### src/rtl/mem_copy_engine.sv
// Block-copy initiator for a single-port synchronous RAM with one-cycle read latency.
// Optional checksum accumulator and port enabled by defining MEMCOPY_CHECKSUM_EN.
module mem_copy_engine #(
  parameter int bits  = 32,
  parameter int width = 32
) (
  input  logic             clk,
  input  logic             rst,
  input  logic             start,
  input  logic [bits-1:0]  src,
  input  logic [bits-1:0]  dst,
  input  logic [bits-1:0]  len,
  input  logic             abort,
  output logic             busy,
  output logic             done,
  output logic             aborted,
  output logic [bits-1:0]  count,
  output logic             mem_writeenable,
  output logic             mem_readenable,
  output logic [bits-1:0]  mem_address,
  output logic [width-1:0] mem_datain,
  input  logic [width-1:0] mem_dataout
`ifdef MEMCOPY_CHECKSUM_EN
  ,
  output logic [width-1:0] checksum
`endif
);

  typedef enum logic [1:0] {IDLE, READ, WRITE, DONE} state_t;

  state_t          state_reg;
  logic [bits-1:0] src_reg;
  logic [bits-1:0] dst_reg;
  logic [bits-1:0] len_reg;
  logic [bits-1:0] idx_reg;
  logic [bits-1:0] count_reg;
  logic            aborted_reg;
  logic [bits-1:0] idx_next;
  logic            last_word;

  assign idx_next  = idx_reg + bits'(1);
  assign last_word = (idx_next == len_reg);

  always_ff @(posedge clk or posedge rst) begin
    if (rst) begin
      state_reg   <= IDLE;
      src_reg     <= '0;
      dst_reg     <= '0;
      len_reg     <= '0;
      idx_reg     <= '0;
      count_reg   <= '0;
      aborted_reg <= 1'b0;
    end else begin
      aborted_reg <= 1'b0;
      case (state_reg)
        IDLE: begin
          if (start) begin
            src_reg   <= src;
            dst_reg   <= dst;
            len_reg   <= len;
            idx_reg   <= '0;
            count_reg <= '0;
            state_reg <= (len == '0) ? DONE : READ;
          end
        end
        READ: begin
          if (abort) begin
            state_reg   <= IDLE;
            aborted_reg <= 1'b1;
          end else begin
            state_reg <= WRITE;
          end
        end
        WRITE: begin
          // The write in this cycle always lands, even when abort is sampled.
          count_reg <= count_reg + bits'(1);
          if (abort) begin
            state_reg   <= IDLE;
            aborted_reg <= 1'b1;
          end else if (last_word) begin
            state_reg <= DONE;
          end else begin
            idx_reg   <= idx_next;
            state_reg <= READ;
          end
        end
        DONE: state_reg <= IDLE;
        default: state_reg <= IDLE;
      endcase
    end
  end

  assign busy            = (state_reg != IDLE);
  assign done            = (state_reg == DONE);
  assign aborted         = aborted_reg;
  assign count           = count_reg;
  assign mem_readenable  = (state_reg == READ);
  assign mem_writeenable = (state_reg == WRITE);

  // Write data is the RAM output register forwarded straight back in.
  assign mem_address = (state_reg == READ)  ? src_reg + idx_reg :
                       (state_reg == WRITE) ? dst_reg + idx_reg : '0;
  assign mem_datain  = (state_reg == WRITE) ? mem_dataout : '0;

`ifdef MEMCOPY_CHECKSUM_EN
  logic [width-1:0] checksum_reg;

  always_ff @(posedge clk or posedge rst) begin
    if (rst) begin
      checksum_reg <= '0;
    end else if (state_reg == IDLE && start) begin
      checksum_reg <= '0;
    end else if (state_reg == WRITE) begin
      checksum_reg <= checksum_reg + mem_dataout;
    end
  end

  assign checksum = checksum_reg;
`endif

endmodule
### config.mk
export PLATFORM = sky130hd
export DESIGN_NAME = mem_copy_engine
export DESIGN_NICKNAME = d
export VERILOG_FILES = /design/src/rtl/mem_copy_engine.sv
export SDC_FILE = /design/constraint.sdc
export NUM_CORES = 1
export LEC_CHECK = 0
export CORE_UTILIZATION = 48
export DETAILED_ROUTE_END_ITERATION = 10
export PLACE_DENSITY = 0.82
export SYNTH_ARGS = -nofsm -noshare
export SYNTH_HDL_FRONTEND = slang
export SYNTH_SLANG_ARGS = --single-unit
### constraint.sdc
create_clock -name clk -period 5.3 [get_ports clk]
set_clock_uncertainty 0.2 [all_clocks]
set_input_delay 1.06 -clock clk [delete_from_list [all_inputs] [get_ports clk]]
set_output_delay 1.06 -clock clk [all_outputs]
set_load 0.01 [all_outputs]
# Word-level counts from Yosys, hierarchy flattened
# Index checks and enable logic that the tools add are counted.
# word_totals
ff_bits,163
elab_cells,42
# op_classes
addsub,4
n_eq_ne,7
muxes,16
reduce_logical,8
# op_table
op,count
$mux W32,6
$pmux W32 S2,2
$add A32 B1 Y32 const B,2
$add A32 B32 Y32,2
$eq A32 B32 Y1,1
$logic_not A32 Y1,1
$mux W2,5
$pmux W2 S4,1
$ne A2 B2 Y1 const B,3
$eq A2 B2 Y1 const B,2
$reduce_and A2 Y1,2
$reduce_and A4 Y1,1
$reduce_bool A2 Y1,2
$eq A2 B1 Y1 const B,1
$logic_not A2 Y1,1
$mux W1,2
$reduce_or A2 Y1,1

# Longest topological paths before layout
# depth
ltp_word,5
mapped_depth,13
mapped_depth_nobuf,12

# Worst setup path before layout
# No wires, ideal clock.
# synth_path
path_kind,register to output
start,reg idx_reg[0]
end,out mem_address[30]
arrival_time_ns,2.986
setup_slack_ns,1.054
stages_incl_launch_ff,13
cell_sequence,dfrtp_1 -> ha_1 -> inv_1 -> fa_1 -> nand2b_1 -> a21oi_1 -> o41a_1 -> a2111oi_2 -> o221ai_1 -> a21oi_1 -> o21ai_0 -> mux2i_1 -> a211o_1
# synth_between
elab_chain_len,3
# synth_rtl
item,line,text
start: declaration,35,logic [bits-1:0] idx_reg;
start signal: assignment,83,idx_reg <= idx_next;
$add A32 B32 Y32,102,(state_reg == WRITE) ? dst_reg + idx_reg : '0;
$mux W32,102,
$mux W32 (*),101,assign mem_address = (state_reg == READ) ? src_reg + idx_reg :
end: declaration,20,"output logic [bits-1:0] mem_address,"
# Every way passes the cells marked *; elsewhere a longest branch is shown, timed or not.

# Worst setup path in the final report
# layout_path
start,reg idx_reg[1]
end,out mem_address[21]
# Same word-level chain as after synthesis.

==> metrics.cfg <==
[worst_setup_path]
crit_top_cell=o21a_1
critPathMaxFanout=9
criticalPathCategory=flip-flop to output port
critPathRequiredTime_ps=4040
path_cells=ha_1 > a21o_1 > a21oi_1 > o21bai_1 > a31oi_1 > buf_4 > o21a_1 > o22a_1 > nor2b_1 > o21a_1 > o32ai_2 > clkdlybuf4s50_1
end_kind=output port
slowest_stage=clkdlybuf4s50_1
rr_worst_depth=11
startpoint_type=flip-flop
cpPeakStageDelay_ps=610
cp.arrival_ps=3930

[drt]
vias=10700
drc=0
drt_wl_total_um=33200
first_pass_iters=6
routedWlPerCell_um=18.4
drtAntennaViolNets=0
drtIter0Drc=642
routed_via_density=5.96

[synth]
synth_area_leader_cell=dfrtp_1
async_flop_share=1.00
syn_inst=1248
post_synth_main_area_contributors=dfrtp_1 (35%), mux2_2 (9.3%), ha_1 (7.3%)
synth.avg_cell_area_um2=9.36
synth.top_cell.area_share=0.349
synth_xor_area_frac=0.0839
ys_ff_latch=163
synthAdderAreaFrac=0.0762
muxShareOfSynthArea=0.0968
synth-seq-area-share=0.349
synth_nets=1450
synth-simple-area-share=0.180
ys.flop_type=dfrtp_1
synth-edff-count=0
synth_top_family_by_area=compound AO/OA/AOI/OAI gates
synth_area_um2=11700
ys_types=73
synth_compound_area_frac=0.182
ys_warn_count=0

[clock_tree]
clkLatencyLatePin_ps=440
hold_buffers=0
ctsLongestPathBuffers=2
root_buffer=clkbuf_16
path_clk_slew_ps=70
cts_tree=built
h-tree-depth=4
numCtsBuffers=17
clock_sinks=163

[placed_design]
dp.cells=1765
port_buffers=232
dp_hpwl_um=24300
place_area_um2=14300
globalplace.congestion=0.958

[status]
status=complete, no violations

[sta]
hold_viol=0
setup_viol=0
worst_slew_pin_slew_ps=1170
drv_slew=0
relSlewSlack=0.216
min_period_over_period=0.979
clock.fmax_ghz=0.193
holdWs_ps=323
setup_tns_ps=0
period_needed_ps=5190

[cells_and_area]
fin_nets=1671
fin_cells=1801
antennaDiodeCount=0
area_delta_synth_final_pct=28.8
nFillCells=1940
final_area_um2=15100
regArea_um2=4080
drive_gt1_frac=0.126
multi_input_area_um2=7300

[pwr]
comb_power_share=0.489
p_sw_mw=2.50
peakVddDrop_mv=0.195
p_sw_frac=0.388
p_leak_nw=6.44
p_total_mw=6.44
powerDensity_nw_per_um2=428
pwr-share-clk=0.205
pwr-share-seq=0.305
intPower_mw=3.94

[flow_run]
max_cap_violations=0

[die]
die_h_um=158
start_util=0.493
die_w_um=158
die-area_um2=25000
io_pins=233
design.core.area_um2=23700
rows=56

[grt]
grt_pass1_wl_um=52300
grt_overflow_total=0
antenna_found_initial=0
grt_usage=0.268
grt_pass1_vias=10400
grt_max_degree=164

[min_path]
min_path_cells=1
hold_class=flip-flop to flip-flop

path summary, 6_finish.rpt:
path | to | startpoint | slack, ps
worst max-delay path | mem_address[21] | idx_reg[1] | 110
worst min-delay path | src_reg[9] | src_reg[9] | 320
worst max register to register | idx_reg[25] | idx_reg[0] | 1050
worst min register to register | src_reg[9] | src_reg[9] | 320
max in group asynchronous | idx_reg[10] | rst | 3140
min in group asynchronous | count[12] | rst | 980
repair_timing:
item,CTS,global route
endpoints found under the setup margin,6,9
buffers inserted,1,3
pin swaps,2,2
gates resized for setup,8,10
layer usage:
metal | global-route usage | vias to the layer above | share of wire | wire length [um]
met3 | 0.0769 | 82 | 0.092 | 3070
met5 | 0 | - | 0 | 0
li1 | - | 5054 | - | -
met2 | 0.425 | 469 | 0.46 | 15200
met1 | 0.340 | 5126 | 0.42 | 13800
met4 | 0.115 | 0 | 0.033 | 1090
power by group through the flow:
stage | registers [mW] | clock network, mW | logic (mW)
after floorplan | 1.86 | 0 | 2.09
after global placement | 1.96 | 0 | 3.03
after detailed placement | 1.97 | 0 | 3.11
after CTS | 1.96 | 1.34 | 3.12
after global routing | 2.00 | 1.39 | 3.42
final | 1.96 | 1.32 | 3.15
metrics by stage:
stage / worst slack (ps) / utilization
floorplan: 1050 / -
global placement: 334 / 0.606
detailed placement: 300 / 0.606
CTS: 8.47 / 0.633
global route: -26.9 / 0.636
finish: 112 / 0.636
Yosys cell counts, drive strengths merged, types with 5 or more instances:
cell type / n
a211oi: 7
o21bai: 9
o21a: 10
nor2: 67
o22ai: 19
buf: 19
xnor2: 56
nand2b: 13
nand3: 46
o21ai: 56
or2: 6
mux2: 96
mux2i: 5
or3: 20
a31o: 6
and2: 56
nand2: 77
a31oi: 11
and3: 20
clkbuf: 34
xor2: 56
o211ai: 10
inv: 36
ha: 68
o31ai: 49
dfrtp: 163
nand4: 26
nor2b: 11
nor3: 27
nor4: 12
a21oi: 61
and4: 9
a21o: 34
cell usage in the layout, fill, tap and decap left out, types with 35 or more instances in the layout:
cell               n
mux2_2            96
inv_1             35
ha_1              67
nor2_1            64
clkdlybuf4s50_1  227
nand2_1           76
o21ai_0           53
nand3_1           44
xor2_1            56
a21oi_1           60
dfrtp_1          160
o31ai_1           47
and2_1            56
xnor2_1           56
logic make-up (layout without fill, tap and decap cells):
group | after synthesis | in the layout
AND/OR/NAND/NOR | 397 | 397
XOR/XNOR | 112 | 112
multiplexers | 101 | 101
buffers and inverters | 90 | 324
adder cells (fa/ha/maj) | 70 | 70
flip-flops | 163 | 163
AO/OA/AOI/OAI | 315 | 315
layout make-up:
type | count | share of cell area
Clock inverter | 15 | 0.0129
Tap cell | 319 | 0.0265
Timing Repair Buffer | 255 | 0.167
Clock buffer | 17 | 0.0283
Multi-Input combinational cell | 995 | 0.485
Inverter | 37 | 0.00948
Sequential cell | 163 | 0.271
critical path, delay by kind of cell (launching register included):
family                   cells  cell delay (ps)
AO/OA/AOI/OAI                8             1800
buffers and inverters        2              810
flip-flops                   1              480
adder cells (fa/ha/maj)      1              300
AND/OR/NAND/NOR              1               90
Note: power is estimated with default switching activity, not from simulation.
